### src/rtl/adder_serial.sv
// Digit-serial adder/subtractor: latches operands, then consumes DIGIT bits per cycle from the
// LSB end and holds the registered result until the consumer takes it.
module adder_serial #(
    parameter int WIDTH = 8,
    parameter int DIGIT = 1
) (
    input  logic             clk,
    input  logic             rst,
    input  logic             in_valid,
    output logic             in_ready,
    input  logic [WIDTH-1:0] a,
    input  logic [WIDTH-1:0] b,
    input  logic             carry_in,
    input  logic             sub,
    output logic             out_valid,
    input  logic             out_ready,
    output logic [WIDTH-1:0] sum,
    output logic             carry_out,
    output logic             overflow,
    output logic             busy
);

    localparam int STEPS = WIDTH / DIGIT;
    localparam int CNT_W = (STEPS > 1) ? $clog2(STEPS) : 1;

    typedef enum logic [1:0] {IDLE, BUSY, DONE} state_t;

    state_t                 state;
    logic [WIDTH-1:0]       opa;
    logic [WIDTH-1:0]       opb;
    logic                   carry;
    logic                   a_msb;
    logic                   b_msb;
    logic [CNT_W-1:0]       cnt;
    logic [DIGIT:0]         dsum;
    logic [WIDTH+DIGIT-1:0] shifted;

    // One digit of the ripple: low DIGIT bits of each operand plus the running carry.
    assign dsum    = {1'b0, opa[DIGIT-1:0]} + {1'b0, opb[DIGIT-1:0]} + {{DIGIT{1'b0}}, carry};
    // Widened so the shift-in also works when a single digit spans the whole word.
    assign shifted = {dsum[DIGIT-1:0], sum};

    always_ff @(posedge clk) begin
        if (rst) begin
            state     <= IDLE;
            in_ready  <= 1'b1;
            busy      <= 1'b0;
            out_valid <= 1'b0;
            sum       <= '0;
            carry_out <= 1'b0;
            overflow  <= 1'b0;
            cnt       <= '0;
        end else begin
            case (state)
                IDLE: begin
                    if (in_valid) begin
                        opa      <= a;
                        opb      <= sub ? ~b : b;
                        carry    <= sub ? ~carry_in : carry_in;
                        a_msb    <= a[WIDTH-1];
                        b_msb    <= b[WIDTH-1] ^ sub;
                        cnt      <= '0;
                        state    <= BUSY;
                        in_ready <= 1'b0;
                        busy     <= 1'b1;
                    end
                end
                BUSY: begin
                    opa   <= opa >> DIGIT;
                    opb   <= opb >> DIGIT;
                    carry <= dsum[DIGIT];
                    sum   <= shifted[WIDTH+DIGIT-1:DIGIT];
                    cnt   <= cnt + CNT_W'(1);
                    if (cnt == CNT_W'(STEPS - 1)) begin
                        state     <= DONE;
                        busy      <= 1'b0;
                        out_valid <= 1'b1;
                        carry_out <= dsum[DIGIT];
                        // The top bit of the final digit is the result sign bit.
                        overflow  <= (a_msb == b_msb) && (dsum[DIGIT-1] != a_msb);
                        cnt       <= '0;
                    end
                end
                DONE: begin
                    if (out_ready) begin
                        state     <= IDLE;
                        out_valid <= 1'b0;
                        in_ready  <= 1'b1;
                    end
                end
                default: begin
                    state    <= IDLE;
                    in_ready <= 1'b1;
                    busy     <= 1'b0;
                end
            endcase
        end
    end

endmodule

### config.mk
export PLATFORM = sky130hd
export DESIGN_NAME = adder_serial
export DESIGN_NICKNAME = d
export VERILOG_FILES = /design/src/rtl/adder_serial.sv
export SDC_FILE = /design/constraint.sdc
export NUM_CORES = 1
export LEC_CHECK = 0
export CORE_ASPECT_RATIO = 0.5
export CORE_UTILIZATION = 28
export CTS_CLUSTER_SIZE = 8
export DETAILED_ROUTE_END_ITERATION = 6
export GPL_ROUTABILITY_DRIVEN = 0
export GPL_TIMING_DRIVEN = 1
export SYNTH_ARGS = -nofsm -noshare
export SYNTH_HDL_FRONTEND = slang
export SYNTH_SLANG_ARGS = --single-unit
### constraint.sdc
create_clock -name clk -period 6.3 [get_ports clk]
set_input_delay 0.63 -clock clk [delete_from_list [all_inputs] [get_ports clk]]
set_output_delay 0.63 -clock clk [all_outputs]
set_load 0.01 [all_outputs]
After elaboration in Yosys (flattened, before gate mapping):

Index checks and enable logic that the tools add are counted.

* equal/unequal tests: 8
* $add $sub $neg: 3
* multiplexer cells: 24
* bitwise gates (word level): 6
* magnitude comparators: 0
* div/mod/pow operators: 0
* $mul: 0
* shifts and indexed selects: 0
* reduce and logical (&&, ||, !) cells: 12

Operators by type and width (count)
* one-hot mux 8 bit (2 select lines): 2
* two-way mux 8 bit: 3
* AND reduction 3 bit: 6
* two-way mux 1 bit: 8
* inverter 8 bit: 1
* two-way mux 2 bit: 3
* two-way mux 3 bit: 2
* != test 2 bit, second input constant: 3
* one-hot mux 1 bit (3 select lines): 2
* one-hot mux 2 bit (3 select lines): 1
* one-hot mux 3 bit (2 select lines): 1
* inverter 1 bit: 4
* one-hot mux 1 bit (2 select lines): 2
* AND reduction 2 bit: 2
* nonzero test 2 bit: 2
* adder 3 x 1 -> 3 bit, second input constant: 1
* equality test 3 bit, second input constant: 1
* adder 1 x 1 -> 2 bit: 1
* adder 2 x 1 -> 2 bit: 1
* equality test 2 x 1 -> 1 bit, second input constant: 1
* equality test 2 bit, second input constant: 1
* logical NOT 2 bit: 1
* equality test 1 bit: 1
* logical AND 1 bit: 1
* other kinds (2): 2

* input port bits: 22
* output and inout bits: 13
* logic and storage cells: 66
* latch bits: 0
* memories: 0
* memory bits (writable): 0
* memory bits (read-only): 0
* bits in registers: 37

Longest topological paths before layout:

Gate-level depths: netlist of the first run.

* word-level depth: 4
* depth in mapped cells: 6
* gate-level depth less buffers: 5

Least setup slack after synthesis of the first run:

No wires, ideal clock.

* path type: input to register
* start point: in rst
* end point: reg carry, enable pin
* arrival: 2.075 ns
* slack: 3.811 ns
* stages on the path: 2
* buffers on the path: 1
* required time: 5.886 ns
* cell sequence: buf_2 -> nor3_1

* word-level cells in the longest chain between the ends: 2

Ends and longest elaborated chain
* from (decl): line 8 `input logic rst,`
* inverter 1 bit (no line)
* AND reduction 3 bit (no line)
* to (signal assigned): line 59 `carry <= sub ? ~carry_in : carry_in;`
* to (signal assigned): line 71 `carry <= dsum[DIGIT];`
* to (decl): line 31 `logic carry;`

No other way between the ends.
A chain may end at the register's enable or synchronous reset.

Worst setup path after layout of the first run:

* start point: in rst
* end point: reg a_msb, enable pin

* word-level cells in the longest chain between the ends: 2

Ends and longest elaborated chain
* inverter 1 bit (no line)
* AND reduction 3 bit (no line)
* to (signal assigned): line 60 `a_msb <= a[WIDTH-1];`
* to (decl): line 32 `logic a_msb;`

No other way between the ends.

==> results.cfg, run 1 <==
[critical_path]
crit_chain = clkdlybuf4s50_1 -> nor4b_1
crit_fanout = 19
critPathTopFamily = buffers and inverters
crit_type = primary input to register
cp_slowest_stage_delay_ns = 0.84
endpoint_kind = register
critPathLaunchType = primary input
critical_path.slowest_cell = clkdlybuf4s50_1
arrival_ns = 2.10
path_buf_inv = 1
cp_data_required_time_ns = 6.22

[global_routing]
grt_first_pass_wirelength_um = 5260
antenna_found_initial = 0
grt_pass1_vias = 1157
overflow = 0
track_usage_pct = 10.9
grt_max_degree = 29

[drt]
detail_route.vias_per_cell = 4.37
drtIter0Drc = 66
ant_nets = 0
drt_first_pass_iters = 6
drc_errors = 2
routed_wl_um = 3050
wl_per_cell_um = 11.4
num_vias = 1166

[synth]
syn_inst = 161
synth_nets = 186
synthDistinctLibCells = 32
synth_area_per_cell_um2 = 10.4
ys_seq_area_share_pct = 55.7
syn_area_mm2 = 0.00167
ys_seq_elements = 37
yosys_warnings = 0

[layout]
drive_gt1_share_pct = 12.9
nNetsFinal = 218
area_delta_synth_final_pct = 31.8
diodes = 0

[place]
port_buffers = 34
dp_hpwl_um = 2060

[die]
rows = 19
die_width_um = 111
core_mm2 = 0.00561
die_h_um = 56.6
start_util_pct = 29.8
ioPinCount = 35
dieArea_mm2 = 0.00630

[clock_network]
clk_pin_slew_ns = 0.05
numCtsBuffers = 5
clock_sinks = 37
clock_latency_ns = 0.27
ctsHoldBuffers = 0
cts_resized = 0
cts_tree = yes
cts_setup_buffers = 0
root_buffer = clkbuf_16
clockBufferDepth = 2
h-tree-depth = 2

[outcome]
outcome = complete, but fails checks
violations = design-rule violations

[power]
internal_power_mw = 0.486
p_clk_share_pct = 44.6
switching_share_pct = 20.2
power_leakage_nw = 0.777
netSwitchingPower_mw = 0.123
p_seq_share_pct = 45.3
p_per_area_mw_per_mm2 = 276
power.share.combinational_pct = 10.2
ir_worst_vdd_mv = 0.146

[timing]
drv_slew = 0
worst_slew_pin_slew_ns = 0.869
tns_ns = 0
holdWs_ns = 0.466
timing.fmax_mhz = 457
fin_crit_ns = 2.19
grt_setup_unrepaired = false
finalSetupViolCount = 0
hold_violations = 0
slew_headroom_pct = 41.9
fin_crit_sh_pct = 34.7
finClkSkew_ns = 0.00333

[worst_hold_path]
hp-class = register to register

[job]
maxCapViolCount = 0
==> layout by cell type (no fill, tap or decap), drive strengths merged, types with 2 or more instances in the layout <==
cell type / n
nand2: 48
clkdlybuf4s50: 34
edfxtp: 19
dfxtp: 18
a21oi: 14
o21ai: 9
xnor2: 8
nor2: 7
clkbuf: 6
o21bai: 3
a22oi: 3
nand3b: 2
or3b: 2
nor2b: 2
and2: 2
ha: 2
buf: 2
==> sequential cells by signal, summed over array words and instances (netlist names), 2 cells and up <==
signal,cells
opa,8
opb,8
sum,8
cnt,3
state,2
==> metrics by stage <==
step / std cells / util, % / worst slack, ns / total power, mW / instance area (um2)
floorplan: 161 / - / 3.81 / 0.320 / 1670
global placement: 259 / 36.4 / 3.89 / 0.343 / 2040
detailed placement: 259 / 36.4 / 3.80 / 0.343 / 2040
finish: 267 / 39.3 / 4.11 / 0.609 / 2200
CTS: 267 / 39.3 / 4.12 / 0.617 / 2200
global route: 267 / 39.3 / 4.03 / 0.635 / 2200
==> Yosys cell counts <==
cell type  number  area (um2)
a211oi_2        1        12.5
a21boi_0        1        7.51
a21o_1          1        7.51
a21oi_1         7        35.0
a21oi_2         7        61.3
a22oi_1         3        22.5
and2_1          2        12.5
and2b_1         1        7.51
buf_2           6        30.0
buf_4           2        15.0
buf_6           2        22.5
buf_8           1        15.0
dfxtp_1        18         360
edfxtp_1       19         571
fa_1            1        20.0
ha_1            2        25.0
nand2_1        41         154
nand2_2         7        43.8
nand2b_1        1        6.26
nand3_1         1        5.00
nand3b_1        2        15.0
nor2_1          7        26.3
nor2b_1         2        12.5
nor3_1          1        5.00
nor4b_1         1        8.76
o21ai_0         1        5.00
o21ai_1         8        40.0
o21bai_1        3        22.5
or2_2           1        6.26
or3b_1          2        17.5
xnor2_1         8        70.1
xor2_1          1        8.76
==> layout make-up <==
class | instances | area, um2
fillers | 554 | 3410
clock buffers | 6 | 129
repair buffers | 36 | 355
clock inverters | 2 | 33.8
multi-input cells | 113 | 663
well taps | 73 | 91.3
flip-flops and latches | 37 | 931
==> path summary, 6_finish.rpt <==
| kind | start | end | slack (ns) | cells after the start |
|---|---|---|---|---|
| setup reg to reg | state[0] | overflow | 4.57 | 4 |
| setup / recovery | rst | a_msb | 4.11 | 2 |
| hold / removal | sum[3] | sum[2] | 0.47 | 2 |
| hold reg to reg | sum[3] | sum[2] | 0.47 | 2 |
==> cells by family after synthesis <==
kind of cell	Yosys count	share of synthesized area (%)
AOI/OAI and AO/OA	32	12.8
DFF	37	55.7
buffers and inverters	11	4.94
and+or+nand+nor	69	19.2
adders and majority gates	3	2.69
xor gates and xnor gates	9	4.72
==> worst reg2reg max path, cell delays in order (launching register included) <==
cell and delay, ns:
dfxtp_1 0.52, and2b_1 0.43, buf_4 0.37, a21oi_1 0.13, a211oi_2 0.19
==> power by group through the flow <==
stage	Combinational (mW)	Clock (mW)	Sequential, mW
2_1_floorplan	0.0407	0	0.280
3_3_place_gp	0.0624	0	0.280
3_5_place_dp	0.0630	0	0.280
4_1_cts	0.0632	0.278	0.276
5_1_grt	0.0697	0.289	0.277
6_report	0.0618	0.272	0.276
==> per-layer routing <==
metal	share of wire, %	GRT usage (%)	vias to the layer above
li1	-	-	605
met1	49	13.7	544
met2	47	17.4	13
met3	2.8	3.02	4
met4	1.8	5.79	0
met5	0	0	-
(Power assumes the default switching activity.)
==> run 2, diff against run 1 <==
- clock period: 6.3 -> 1.8 ns (I/O delays scaled with it)
==> results.cfg, run 2 (synthesis results as in run 1) <==
[outcome]
outcome = complete, but fails checks
violations = design-rule violations

[global_routing]
antenna_found_initial = 0
track_usage_pct = 10.4
overflow = 0
grt_pass1_vias = 1129
grt_max_degree = 37
grt_first_pass_wirelength_um = 5100

[clock_network]
numCtsBuffers = 5
cts_resized = 0
clock_latency_ns = 0.27
h-tree-depth = 2
clk_pin_slew_ns = 0.05
clockBufferDepth = 2
root_buffer = clkbuf_16
cts_setup_buffers = 0
cts_tree = yes
clock_sinks = 37
ctsHoldBuffers = 0

[timing]
hold_violations = 0
fin_crit_sh_pct = 79.2
grt_setup_unrepaired = false
fin_crit_ns = 1.43
tns_ns = 0
finClkSkew_ns = 0.00303
drv_slew = 0
worst_slew_pin_slew_ns = 0.354
timing.fmax_mhz = 702
holdWs_ns = 0.464
finalSetupViolCount = 0
slew_headroom_pct = 76.4

[layout]
diodes = 0
final_cell_area_mm2 = 0.00226
area_delta_synth_final_pct = 35.1
finalNonFillerCells = 271
final_common_cell = nand2_1
nNetsFinal = 222
final_core_util_pct = 40.3
drive_gt1_share_pct = 14.6
final_cell_mix = nand2_1, clkdlybuf4s50_1, edfxtp_1, dfxtp_1
biggestRegsByFlops = opa: 8 flops, opb: 8 flops, sum: 8 flops

[drt]
routed.top_layer = met4
route.met3.wl_um = 110
drt_first_pass_iters = 6
routed_wl_um = 3030
wl_met2_um = 1460
wl_met1_um = 1450
detail_route.vias_per_cell = 4.14
drtIter0Drc = 45
drc_errors = 2
num_vias = 1121
ant_nets = 0
wl_per_cell_um = 11.2

[job]
maxCapViolCount = 0

[critical_path]
rr_startpoint = opa[0]
rr_worst_depth = 3
cp_data_required_time_ns = 2.00
crit_type = register to register
crit_fanout = 3
arrival_ns = 1.62
critPathLaunchType = register
r2r_slack_ns = 0.37
crit_chain = fa_1 -> nand3b_1 -> a211oi_2
r2r-end = overflow
endpoint_kind = register
critical_path.slowest_cell = fa_1
cp_slowest_stage_delay_ns = 0.56

[die]
die_width_um = 111
core_mm2 = 0.00561
die_h_um = 56.6
start_util_pct = 29.8
ioPinCount = 35
rows = 19
dieArea_mm2 = 0.00630

[worst_hold_path]
min_delay_path_depth = 2
hold_path_end = sum[2]
hp-start = sum[3]
hp-class = register to register

[place]
port_buffers = 34
numPlacedInstances = 263
place_area_mm2 = 0.00210
dp_hpwl_um = 2180

[power]
p_per_area_mw_per_mm2 = 953
power_leakage_nw = 0.805
ir_worst_vdd_mv = 0.419
## run 2: worst max-delay path: cells and delay by family, from the launching register on
kind,cells,cell delay (ns)
adders and majority gates,1,0.56
DFF,1,0.39
AOI/OAI and AO/OA,1,0.18
and+or+nand+nor,1,0.22
## run 2: where the power goes
| part | switching (mW) | total, mW | internal, mW |
|---|---|---|---|
| combinational | 0.111 | 0.235 | 0.125 |
| sequential | 0.0222 | 0.965 | 0.943 |
| clock | 0.303 | 0.952 | 0.648 |
## run 2: area by class of cell
type,instances,area [um2]
timing repair buffer,40,410
tap,73,91.3
clock buffer,6,129
clock inverter,2,33.8
sequential,37,931
multi-input combinational,113,663
fill,559,3350
## run 2: metrics by stage
step                total power [mW]  worst slack [ns]
CTS                             2.17             0.358
detailed placement              1.22             0.296
global route                    2.24             0.317
global placement                1.22             0.322
finish                          2.15             0.375
floorplan                       1.12             0.185
## run 2: worst max path at each step
stage	start	to	slack, ns	cells past startpoint
5_1_grt	opa[0]	overflow	0.32	3
3_5_place_dp	sub	opb[3]	0.30	4
4_1_cts	opa[0]	overflow	0.36	3
2_1_floorplan	state[1]	carry	0.18	2
3_3_place_gp	rst	b_msb	0.32	3
6_report	opa[0]	overflow	0.37	3
## run 2: metal layers
layer | GRT usage (%) | vias up
met5 | 0 | -
li1 | - | 612
met4 | 3.47 | 0
met2 | 17.3 | 9
met1 | 12.8 | 498
met3 | 3.46 | 2
==> run 3, diff against run 2 <==
- clock period: 1.8 -> 1.2 ns (I/O delays scaled with it)
==> results.cfg, run 3 (synthesis results as in run 1) <==
[drt]
drc_errors = 2
num_vias = 1239
detail_route.vias_per_cell = 4.36
ant_nets = 0
routed_wl_um = 3400
wl_per_cell_um = 12.0
drtIter0Drc = 33
drt_first_pass_iters = 6

[outcome]
outcome = complete, but fails checks
violations = design-rule violations, negative setup slack

[critical_path]
crit_type = register to register
critical_path.slowest_cell = fa_2
endpoint_kind = register
critPathLaunchType = register
cp_slowest_stage_delay_ns = 0.63
cp_data_required_time_ns = 1.40
crit_chain = fa_2 -> a21oi_2 -> a211oi_2
crit_fanout = 3
arrival_ns = 1.57
r2r_slack_ns = -0.17

[timing]
hold_violations = 0
fin_crit_ns = 1.37
fin_crit_sh_pct = 114
slew_headroom_pct = 83.3
finClkSkew_ns = 0.00185
drv_slew = 0
setup_slack_ns = -0.168
timing.fmax_mhz = 731
finalSetupViolCount = 3
grt_setup_unrepaired = true
worst_slew_pin_slew_ns = 0.250
tns_ns = -0.317

[global_routing]
overflow = 0
grtUsageMet3_pct = 3.13
grt_first_pass_wirelength_um = 5600
grt_use_met1_pct = 13.1
track_usage_pct = 11.7
antenna_found_initial = 0
grt_max_degree = 33
grt_pass1_vias = 1241
grt_use_met2_pct = 19.7
busiest_layer = met2

[layout]
diodes = 0
seq_area_um2 = 938
final_cell_mix = nand2_1, clkdlybuf4s50_1, edfxtp_1, dfxtp_1, buf_4
area_delta_synth_final_pct = 45.4
final_common_cell = nand2_1
biggestRegsByFlops = opa: 8 flops, opb: 8 flops, sum: 8 flops
multi_input_area_um2 = 728
nFillCells = 542
drive_gt1_share_pct = 26.1
final_cell_area_mm2 = 0.00243
nNetsFinal = 235

[place]
port_buffers = 34
dp_hpwl_um = 2280
place_area_mm2 = 0.00220

[die]
rows = 19
ioPinCount = 35
die_h_um = 56.6
die_width_um = 111
dieArea_mm2 = 0.00630
start_util_pct = 29.8
core_mm2 = 0.00561

[clock_network]
cts_setup_buffers = 0
clock_sinks = 37
numCtsBuffers = 5
clockBufferDepth = 2
clk_pin_slew_ns = 0.05
h-tree-depth = 2
clock_latency_ns = 0.28
cts_tree = yes
root_buffer = clkbuf_16

[power]
ir_worst_vdd_mv = 0.499
p_per_area_mw_per_mm2 = 1280
power_leakage_nw = 0.934

[worst_hold_path]
hp-class = primary input to register

[job]
maxCapViolCount = 0
## run 3: changes by cell type in the layout (fill, tap and decap cells not counted), sizes merged
| cell | before | now |
|---|---|---|
| clkdlybuf4s50 | 34 | 20 |
| clkbuf | 6 | 10 |
| clkinv | 1 | 0 |
| buf | 6 | 17 |
| dlymetal6s2s | 0 | 1 |
| dlygate4sd2 | 0 | 13 |
| bufinv | 1 | 0 |
## run 3: layout make-up
class	count	share of cell area [%]
Sequential cell	37	38.6
Multi-Input combinational cell	113	30.0
Timing Repair Buffer	53	22.1
Clock buffer	8	5.61
Tap cell	73	3.76
## run 3: layer usage
layer	vias up	part of all wire, %
met5	-	0
met2	13	48
met4	0	2.6
met1	576	46
met3	7	2.9
li1	643	-
## run 3: worst paths after layout
path	from	end	depth (start not counted)
max	opa[0]	overflow	3
min	in_valid	cnt[1]	4
max reg2reg	opa[0]	overflow	3
min reg2reg	carry_out	carry_out	2
## run 3: report_power, final
group / internal [mW] / switching (mW) / leakage [nW]
Combinational: 0.241 / 0.190 / 0.539
Sequential: 1.42 / 0.0326 / 0.330
Clock: 0.771 / 0.453 / 0.0652
## run 3: per-stage QoR
step	utilization, %	worst slack [ns]	hold WS (ns)	cells	power, mW
floorplan	-	-0.168	0.219	161	1.69
global placement	39.2	-0.228	0.447	274	1.86
detailed placement	39.2	-0.272	0.453	274	1.87
CTS	41.8	-0.165	0.459	282	3.10
global route	43.3	-0.209	0.476	284	3.22
finish	43.3	-0.168	0.418	284	3.10
## run 3: critical path, delay by kind of cell, from the launching register on
family / cells / cell delay [ns]
adder cells (fa/ha/maj): 1 / 0.63
flip-flops: 1 / 0.40
AO/OA/AOI/OAI: 2 / 0.27
## run 3: what timing repair did
action                                  CTS  global route
pin swaps                                 3             1
endpoints found under the setup margin   19            25
gates resized for setup                  18            13
hold buffers                              0             0
cloned                                    0             2
